--- src/rtl/riscv_pipe_ctrl.sv ---
// ---------------------------------------------------------------------------
// riscv_pipe_ctrl
//   Pipeline control for the riscv core. It tracks DEPTH in-flight stages
//   (valid / rd / rde) from issue to writeback, stalls decode on RAW hazards,
//   squashes stages younger than a taken branch, and counts stall cycles.
//
//   Optional feature macro: RISCV_PIPE_FWD_EN
//     defined   - sources whose youngest producer sits at stage >= FWD_STAGE
//                 are forwarded instead of stalled.
//     undefined - every match stalls; fwd_* outputs are tied to 0.
//
// Ports
//   clk, reset              clock; synchronous active-high reset
//   id_valid                decode holds a valid instruction
//   id_rs1/2, id_rs1e/2e    source indices and enables
//   id_rd, id_rde           destination index and enable
//   id_ready                1 = decode instruction issues this cycle
//   ex_taken                branch in entry BR_STAGE is taken
//   flush                   discard fetch/decode and stages 0..BR_STAGE-1
//   wb_valid/wb_rd/wb_rde   contents of the last entry (writeback)
//   stall_cnt               saturating stall-cycle counter
//   fwd_rs*_hit/_stg        forward request and source stage per operand
// ---------------------------------------------------------------------------

// Per-stage source comparator: one instance per tracked entry.
module riscv_pipe_match #(
  parameter int REG_WIDTH = 5
) (
  input  logic                 v,
  input  logic                 rde,
  input  logic [REG_WIDTH-1:0] rd,
  input  logic [REG_WIDTH-1:0] rs1,
  input  logic                 rs1e,
  input  logic [REG_WIDTH-1:0] rs2,
  input  logic                 rs2e,
  output logic                 hit1,
  output logic                 hit2
);
  // x0 is hardwired zero, so it never creates a dependency.
  assign hit1 = v & rde & rs1e & (rd == rs1) & (rs1 != '0);
  assign hit2 = v & rde & rs2e & (rd == rs2) & (rs2 != '0);
endmodule

module riscv_pipe_ctrl #(
  parameter int REG_WIDTH = 5,
  parameter int DEPTH     = 4,
  parameter int BR_STAGE  = 2,
  parameter int FWD_STAGE = 2,
  parameter int CNT_WIDTH = 16
) (
  input  logic                       clk,
  input  logic                       reset,
  input  logic                       id_valid,
  input  logic [REG_WIDTH-1:0]       id_rs1,
  input  logic [REG_WIDTH-1:0]       id_rs2,
  input  logic                       id_rs1e,
  input  logic                       id_rs2e,
  input  logic [REG_WIDTH-1:0]       id_rd,
  input  logic                       id_rde,
  output logic                       id_ready,
  input  logic                       ex_taken,
  output logic                       flush,
  output logic                       wb_valid,
  output logic [REG_WIDTH-1:0]       wb_rd,
  output logic                       wb_rde,
  output logic [CNT_WIDTH-1:0]       stall_cnt,
  output logic                       fwd_rs1_hit,
  output logic                       fwd_rs2_hit,
  output logic [$clog2(DEPTH)-1:0]   fwd_rs1_stg,
  output logic [$clog2(DEPTH)-1:0]   fwd_rs2_stg
);
  localparam int SW = $clog2(DEPTH);

  typedef struct packed {
    logic                 v;
    logic [REG_WIDTH-1:0] rd;
    logic                 rde;
  } ent_t;

  ent_t [DEPTH-1:0] ent_q;

  logic [DEPTH-1:0] m1, m2;
  logic [SW-1:0]    k1, k2;       // youngest matching stage per source
  logic             ok1, ok2;     // youngest match is in a forwardable stage
  logic             stall1, stall2;
  logic             hazard, issue;

  for (genvar k = 0; k < DEPTH; k++) begin : g_stg
    riscv_pipe_match #(.REG_WIDTH(REG_WIDTH)) u_match (
      .v    (ent_q[k].v),
      .rde  (ent_q[k].rde),
      .rd   (ent_q[k].rd),
      .rs1  (id_rs1),
      .rs1e (id_rs1e),
      .rs2  (id_rs2),
      .rs2e (id_rs2e),
      .hit1 (m1[k]),
      .hit2 (m2[k])
    );
  end

  // Scan oldest to youngest so the lowest matching index wins.
  always_comb begin
    k1 = '0;
    k2 = '0;
    for (int k = DEPTH-1; k >= 0; k--) begin
      if (m1[k]) k1 = SW'(k);
      if (m2[k]) k2 = SW'(k);
    end
  end

  assign ok1 = int'(k1) >= FWD_STAGE;
  assign ok2 = int'(k2) >= FWD_STAGE;

`ifdef RISCV_PIPE_FWD_EN
  assign stall1      = (|m1) & ~ok1;
  assign stall2      = (|m2) & ~ok2;
  assign fwd_rs1_hit = (|m1) & ok1;
  assign fwd_rs2_hit = (|m2) & ok2;
  assign fwd_rs1_stg = fwd_rs1_hit ? k1 : '0;
  assign fwd_rs2_stg = fwd_rs2_hit ? k2 : '0;
`else
  logic fwd_unused;
  assign fwd_unused  = ^{k1, k2, ok1, ok2};
  assign stall1      = |m1;
  assign stall2      = |m2;
  assign fwd_rs1_hit = 1'b0;
  assign fwd_rs2_hit = 1'b0;
  assign fwd_rs1_stg = '0;
  assign fwd_rs2_stg = '0;
`endif

  assign hazard   = stall1 | stall2;
  // A taken branch only counts when its entry actually holds an instruction.
  assign flush    = ex_taken & ent_q[BR_STAGE].v;
  assign id_ready = ~hazard & ~flush;
  assign issue    = id_valid & id_ready;

  assign wb_valid = ent_q[DEPTH-1].v;
  assign wb_rd    = ent_q[DEPTH-1].rd;
  assign wb_rde   = ent_q[DEPTH-1].rde;

  always_ff @(posedge clk) begin
    if (reset) begin
      ent_q     <= '0;
      stall_cnt <= '0;
    end else begin
      // issue is already low during a flush, so entry 0 takes a bubble.
      ent_q[0] <= issue ? ent_t'{v: 1'b1, rd: id_rd, rde: id_rde} : '0;
      // Entries younger than the branch are squashed; the branch and
      // everything older keep advancing.
      for (int i = 1; i < DEPTH; i++)
        ent_q[i] <= (flush && i <= BR_STAGE) ? '0 : ent_q[i-1];
      if (id_valid && hazard && !flush && !(&stall_cnt))
        stall_cnt <= stall_cnt + 1'b1;
    end
  end
endmodule

--- config.mk ---
export PLATFORM = sky130hd
export DESIGN_NAME = riscv_pipe_ctrl
export DESIGN_NICKNAME = d
export VERILOG_FILES = /design/src/rtl/riscv_pipe_ctrl.sv
export SDC_FILE = /design/constraint.sdc
export NUM_CORES = 1
export LEC_CHECK = 0
export ABC_CLOCK_PERIOD_IN_PS = 3870
export BUFFER_PORTS_ARGS = -buffer_cell sky130_fd_sc_hd__clkbuf_2
export CAP_MARGIN = 30
export CORE_UTILIZATION = 25
export CTS_BUF_LIST = sky130_fd_sc_hd__clkbuf_8
export CTS_CLUSTER_DIAMETER = 30
export DETAILED_ROUTE_END_ITERATION = 7
export SLEW_MARGIN = 10
export SYNTH_ARGS = -nofsm -noshare
export SYNTH_HDL_FRONTEND = slang
export SYNTH_HIERARCHICAL = 1
export SYNTH_SLANG_ARGS = --single-unit
--- constraint.sdc ---
create_clock -name clk -period 3.87 [get_ports clk]
set_input_delay 0.774 -clock clk [delete_from_list [all_inputs] [get_ports clk]]
set_output_delay 0.774 -clock clk [all_outputs]
set_load 0.05 [all_outputs]
==> results of run 1 <==
[layer usage]
layer	vias up	wire (um)	part of all wire	track usage
met5	-	0	0	0
met4	0	57	0.010	0.0464
met3	5	146	0.026	0.0190
met2	37	2610	0.46	0.186
met1	922	2810	0.50	0.169
li1	1000	-	-	-
[cell usage in the layout, fill, tap and decap left out, types with 2 or more instances in the layout]
cell type                   synthesis  final
sky130_fd_sc_hd__or4_1             10     10
sky130_fd_sc_hd__clkbuf_2           0     46
sky130_fd_sc_hd__or3_1             10     10
sky130_fd_sc_hd__nor2b_1           12     12
sky130_fd_sc_hd__and2_1            20     20
sky130_fd_sc_hd__xor2_1             8      8
sky130_fd_sc_hd__nand4_1            4      4
sky130_fd_sc_hd__a21oi_1           11     11
sky130_fd_sc_hd__nor2_1             6      6
sky130_fd_sc_hd__mux2_2             5      5
sky130_fd_sc_hd__clkbuf_8           0      5
sky130_fd_sc_hd__inv_1              2      2
sky130_fd_sc_hd__conb_1             1      6
sky130_fd_sc_hd__dfxtp_1           44     44
sky130_fd_sc_hd__nor4_1             7      7
sky130_fd_sc_hd__buf_4             12      2
sky130_fd_sc_hd__o21ai_0            2      2
sky130_fd_sc_hd__a2111oi_2          8      8
sky130_fd_sc_hd__nand3_1           20     20
sky130_fd_sc_hd__nand2_1           16     16
sky130_fd_sc_hd__xnor2_1           24     24
sky130_fd_sc_hd__nor3_1             3      3
sky130_fd_sc_hd__o31ai_1            8      8
sky130_fd_sc_hd__a2111oi_0          2      2
[flip-flops by register name (all words and copies together), names as in the netlist]
signal,cells
wb_rde,1
wb_rd,5
wb_valid,1
stall_cnt,16
ent_q,21
[final timing paths]
check        cells after the start           end
max                              6      id_ready
max reg2reg                      7  stall_cnt[5]
min                              1        wb_rde
min reg2reg                      1        wb_rde
[power groups by stage]
stage / clock, mW / combinational [mW] / sequential [mW]
CTS: 0.375 / 0.0883 / 0.468
global placement: 0 / 0.0861 / 0.479
detailed placement: 0 / 0.0877 / 0.479
global route: 0.397 / 0.0962 / 0.470
floorplan: 0 / 0.0628 / 0.478
finish: 0.364 / 0.0881 / 0.468
[area by class of cell]
type	count	area [um^2]	area share
clock buffer	5	68.8	0.0249
clock inverter	3	46.3	0.0168
timing repair buffer	48	245	0.0888
multi-input combinational	196	1370	0.497
inverter	2	7.51	0.00272
sequential	44	881	0.319
tap	111	139	0.0503
[cells by family (layout without fill, tap and decap cells)]
group | count (synthesis) | after routing | share of synthesized area
simple gates | 116 | 116 | 0.293
compound gates | 36 | 36 | 0.131
xor+xnor | 32 | 32 | 0.119
flops | 44 | 44 | 0.373
mux | 5 | 5 | 0.0238
fa+ha+maj | 1 | 1 | 0.00529
other cells | 1 | 6 | 0.00159
buf+inv | 20 | 58 | 0.0545
[stage by stage]
step	setup WS (ns)	cells
after floorplan	0.416	260
after global placement	0.547	401
after detailed placement	0.473	401
after CTS	0.624	409
after global routing	0.484	409
final	0.644	409
[worst register-to-register path: stages, from the launching register on]
cell	delay [ns]
sky130_fd_sc_hd__dfxtp_1	0.36
sky130_fd_sc_hd__nor4_1	0.37
sky130_fd_sc_hd__or3_1	0.18
sky130_fd_sc_hd__a2111oi_2	0.06
sky130_fd_sc_hd__or4_1	0.62
sky130_fd_sc_hd__o211ai_2	0.71
sky130_fd_sc_hd__a2111oi_0	0.21
sky130_fd_sc_hd__mux2_2	0.33
==> run metrics, run 1 <==
result of the run finished with violations; violated checks design-rule violations; Achievable Freq 310 MHz; count of TritonRoute iterations in the first routing pass 6; master of the slowest instance on the critical path sky130_fd_sc_hd__or4_1; net switching fraction of the power 0.254; layout cells sized above 1 0.245; largest net degree at the start of global routing 30; IR Drop Worst-Case VDD 0.152 mV; cell area after placement 0.00265 mm^2; leading area contributor after synthesis sky130_fd_sc_hd__dfxtp_1; max-slew violations 0; critical path type register to output pin; post-synthesis cell area ~0.0024 mm^2; final cell utilization of the core 0.300; Total Neg Setup Slack 0 ns; Pleak between 0.9 and 1 nW; fraction of registers with async set or reset after synthesis 0; post-CTS repair timing setup buffer count 0; post-synthesis sequential element count 44; Hold WC Path Type register to register; effective utilization at floorplan 0.257; top cell family by delay on the critical path simple AND/OR/NAND/NOR gates; sequential fraction of design power 0.509; CTS tree done; number of top-level pins 53; die width 99.2 um; cell-by-cell listing of the critical path nor4_1 > or3_1 > a2111oi_2 > or4_1 > nor3_1 > clkbuf_2; Starting DRT DRC Count 128; clock skew after layout 0.00544 ns; max-cap violation count 0; Post-layout nets 320; most used flip-flop cell after synthesis sky130_fd_sc_hd__dfxtp_1; total wire length 5.62 mm; kind of end point of the critical path output pin; beginning of the critical path ent_q[8]; tightest hold margin 0.483 ns; number of core rows 35; die boundary height 99.2 um; count of antenna diodes in the layout 0; half-perimeter wire length after detailed placement about 4.2 mm; global-route wire length before repair between 9 and 10 mm; number of antenna violations at the first check in global routing 0; final RePlAce weighted congestion ~0.87; vias in the first global route 1837; required arrival time at the worst endpoint 3.10 ns; layout filler cell count 966; reg-to-reg setup timing slack 0.92 ns; relative slew slack 0.433; Crit path arrival time roughly 2.5 ns; unrepaired setup endpoints after global routing no; most used standard cell by instance count after synthesis sky130_fd_sc_hd__dfxtp_1; Commonest cells post-synth sky130_fd_sc_hd__dfxtp_1, sky130_fd_sc_hd__xnor2_1, sky130_fd_sc_hd__and2_1, sky130_fd_sc_hd__nand3_1, sky130_fd_sc_hd__nand2_1; Skew-Pair Late Insertion Delay 0.30 ns; CP peak stage delay between 0.6 and 0.7 ns; DR vias 1964; Synth cell types 39; Worst Path Buf+Inv 1; clock share of power 0.395; post-detailed-route count of antenna-violating nets 0; clk root buf sky130_fd_sc_hd__clkbuf_8; number of clock sinks seen by CTS 44; cells taking the most area after synthesis sky130_fd_sc_hd__dfxtp_1, sky130_fd_sc_hd__xnor2_1, sky130_fd_sc_hd__and2_1; Crit Path Max Fanout 4; remaining global-route overflow 0; Final Hold Vio Count 0; internal power consumption 686 uW; beginning of the worst register-to-register path ent_q[8]; sequential share of the synthesized area 0.373; final worst path period need roughly 3.2 ns; drt wl/cell 13.7 um; Power Total just over 900 uW; startpoint type of the worst setup path register; maximum count of clock buffers along a single path 2; total non-filler cell area in the finished layout 0.00276 mm^2; number of H-tree levels 2; Post-Synthesis Mean Instance Area 9.27 um^2; total of endpoints with negative setup slack in the final report 0; PwrDens between 300 and 400 mW/mm^2; proportion of netlist area held by the largest area contributor 0.373; area enclosed by the die boundary 0.00985 mm^2; CORE AREA between 0.009 and 0.01 mm^2; slew at the pin with the worst max-slew slack roughly 0.85 ns; area growth from synthesis to layout 16.8%; DRC 2; final worst-path cycle share 0.834; CTS buffer count 5; clock-pin slew on the worst setup and hold paths 0.09 ns; combined global-route utilization of all metal layers 0.121; instance count of the mapped netlist 255; number of enable-type register cells in the synthesized netlist 0; start point of the worst hold path ent_q[14]; combinational group share of total power 0.096; switching power total 234 uW; cts-stage hold buffer count 0; number of buffers inserted by port buffering 46; Via-to-Cell Ratio between 4 and 5; number of instances resized during post-cts repair 0; Yosys warnings 6
Power figures use the tool's default switching activity.
==> run 2: changes to the inputs <==
--- a/config.mk
+++ b/config.mk
@@ -5,7 +5,7 @@
 export SDC_FILE = /design/constraint.sdc
 export NUM_CORES = 1
 export LEC_CHECK = 0
-export ABC_CLOCK_PERIOD_IN_PS = 3870
+export ABC_CLOCK_PERIOD_IN_PS = 3000
 export BUFFER_PORTS_ARGS = -buffer_cell sky130_fd_sc_hd__clkbuf_2
 export CAP_MARGIN = 30
 export CORE_UTILIZATION = 25
==> constraint.sdc (replaced) <==
create_clock -name clk -period 3 [get_ports clk]
set_input_delay 0.6 -clock clk [delete_from_list [all_inputs] [get_ports clk]]
set_output_delay 0.6 -clock clk [all_outputs]
set_load 0.05 [all_outputs]
==> run metrics, run 2 (same netlist as run 1, synthesis figures left out) <==
result of the run complete, no violations; combinational group share of total power 0.096 (about the same); number of top-level pins 53 (unchanged); Pleak 1.02 nW (+2.2%); final RePlAce weighted congestion 0.857 (-1.3%); number of buffers inserted by port buffering 46 (unchanged); drt wl/cell 13.6 um (-1.2%); internal power consumption 888 uW (+29%); start point of the worst hold path id_rd[3]; DRC 0 (-2); layout filler cell count 962 (-0.41%); CP peak stage delay 0.57 ns (-0.05 ns); clk root buf sky130_fd_sc_hd__clkbuf_8; startpoint type of the worst setup path register; CTS buffer count 5 (unchanged); Worst Hold Depth 2 (+1); max-cap violation count 0 (unchanged); Post-layout nets 322 (+0.63%); combined global-route utilization of all metal layers 0.117 (-0.00389); final worst-path cycle share 0.955; area enclosed by the die boundary 0.00985 mm^2 (unchanged); relative slew slack 0.517 (+0.0832); layout cells sized above 1 0.263 (+0.0184); area growth from synthesis to layout 19.1%; master of the slowest instance on the critical path sky130_fd_sc_hd__or4_1; Total Neg Setup Slack 0 ns (unchanged); total wire length 5.58 mm (-0.69%); number of cells on the worst reg-to-reg path 8 (+1); largest net degree at the start of global routing 30 (unchanged); count of TritonRoute iterations in the first routing pass 4 (-2); remaining global-route overflow 0 (unchanged); number of placed instances with taps included 403 (+0.50%); Starting DRT DRC Count 114 (-11%); switching power total 309 uW (+32%); post-detailed-route count of antenna-violating nets 0 (unchanged); sequential fraction of design power 0.505 (-0.004); Hold WC Path Type primary input to register; number of antenna violations at the first check in global routing 0 (unchanged); die boundary height 99.2 um (unchanged); IR Drop Worst-Case VDD 0.241 mV (+59%); number of core rows 35 (unchanged); beginning of the worst register-to-register path wb_rd[0]; global-route wire length before repair 9.23 mm (-2.5%); post-CTS repair timing setup buffer count 0 (unchanged); commonest cells after routing, fill and taps aside sky130_fd_sc_hd__clkbuf_2, sky130_fd_sc_hd__dfxtp_1, sky130_fd_sc_hd__xnor2_1; effective utilization at floorplan 0.257 (unchanged); half-perimeter wire length after detailed placement 4.22 mm (+0.78%); DR vias 2020 (+2.9%); Skew-Pair Late Insertion Delay 0.30 ns (about the same); end of the worst hold path ent_q[4]; final cell utilization of the core 0.306 (+0.00585); Via-to-Cell Ratio 4.91 (+2.4%); Achievable Freq 349 MHz; required arrival time at the worst endpoint 2.40 ns (-0.70 ns); unrepaired setup endpoints after global routing no; critical path type register to output pin; clock-pin slew on the worst setup and hold paths 0.09 ns (about the same); PwrDens 425 mW/mm^2 (+28%); CTS tree done; Final Hold Vio Count 0 (unchanged); reg-to-reg endpoint stall_cnt[9]; kind of end point of the critical path output pin; clock skew after layout 0.00369 ns (-0.00175 ns); slew at the pin with the worst max-slew slack 0.719 ns (-0.128 ns); number of clock sinks seen by CTS 44 (unchanged); final worst path period need 2.86 ns; Non-Filler Instances 411 (+0.49%); CORE AREA 0.00920 mm^2 (unchanged); total of endpoints with negative setup slack in the final report 0 (unchanged); max-slew violations 0 (unchanged); net switching fraction of the power 0.258 (+0.00405); vias in the first global route 1920 (+4.5%); reg-to-reg setup timing slack 0.46 ns (-0.46 ns); clock share of power 0.399 (+0.004); Largest Register ent_q; Crit Path Max Fanout 4 (unchanged); count of antenna diodes in the layout 0 (unchanged); most common cell after layout, fill and taps aside sky130_fd_sc_hd__clkbuf_2; number of flip-flops under the largest register name 21 (unchanged); Crit path arrival time 2.26 ns (-0.19 ns); die width 99.2 um (unchanged); number of H-tree levels 2 (unchanged); cell-by-cell listing of the critical path nor4_2 > or3_1 > a2111oi_2 > or4_1 > nor3_2 > buf_4; maximum count of clock buffers along a single path 2 (unchanged)
run 2: changes by cell type in the layout (fill, tap and decap cells not counted), sizes merged:
cell and change:
clkbuf -1, buf +3
run 2: worst max path at each step:
stage,from,endpoint,slack (ns),cells past startpoint
3_3_place_gp,id_rs2[4],stall_cnt[11],0.20,8
3_5_place_dp,id_rs2[4],stall_cnt[9],0.16,8
4_1_cts,ent_q[8],id_ready,0.03,6
5_1_grt,ent_q[1],id_ready,0.002,6
2_1_floorplan,id_rs2[2],id_ready,0.32,5
6_report,wb_rd[0],id_ready,0.14,6
run 2: per-stage QoR:
step	hold slack (ns)	power, mW	instance area [um^2]	worst slack [ns]
3_3_place_gp	0.462	0.730	2680	0.197
6_report	0.490	1.20	2810	0.136
5_1_grt	0.479	1.25	2810	0.00223
2_1_floorplan	0.452	0.697	2390	0.322
3_5_place_dp	0.467	0.731	2680	0.165
4_1_cts	0.479	1.21	2800	0.0327
run 2: worst max-delay path: cells and delay by family, from the launching register on:
| kind | cells | cell delay (ns) |
|---|---|---|
| flops | 1 | 0.38 |
| simple gates | 4 | 1.29 |
| compound gates | 1 | 0.06 |
| buf+inv | 1 | 0.23 |
run 2: final cells by class:
| cell class | count | area, um^2 | share of cell area |
|---|---|---|---|
| well taps | 111 | 139 | 0.0494 |
| multi-input cells | 196 | 1400 | 0.496 |
| inverters | 2 | 7.51 | 0.00267 |
| flip-flops and latches | 44 | 881 | 0.313 |
| repair buffers | 50 | 275 | 0.0978 |
| clock buffers | 5 | 68.8 | 0.0245 |
| clock inverters | 3 | 46.3 | 0.0165 |
run 2: layer usage:
| layer | wire length, um | vias up | part of all wire | global-route usage |
|---|---|---|---|---|
| met4 | 167 | 0 | 0.030 | 0.0656 |
| li1 | - | 1004 | - | - |
| met1 | 2640 | 953 | 0.47 | 0.149 |
| met5 | 0 | - | 0 | 0 |
| met2 | 2570 | 49 | 0.46 | 0.188 |
| met3 | 199 | 14 | 0.036 | 0.0211 |
run 2: power by group through the flow:
stage	logic (mW)	registers [mW]	clock network, mW
2_1_floorplan	0.0811	0.616	0
3_3_place_gp	0.112	0.617	0
3_5_place_dp	0.114	0.618	0
4_1_cts	0.114	0.604	0.492
5_1_grt	0.126	0.607	0.515
6_report	0.115	0.605	0.477
run 2: repair_timing:
action                                  CTS  global route
hold buffers                              0             0
gates resized for setup                   2             3
endpoints found under the hold margin     0             0
endpoints found under the setup margin    1             1
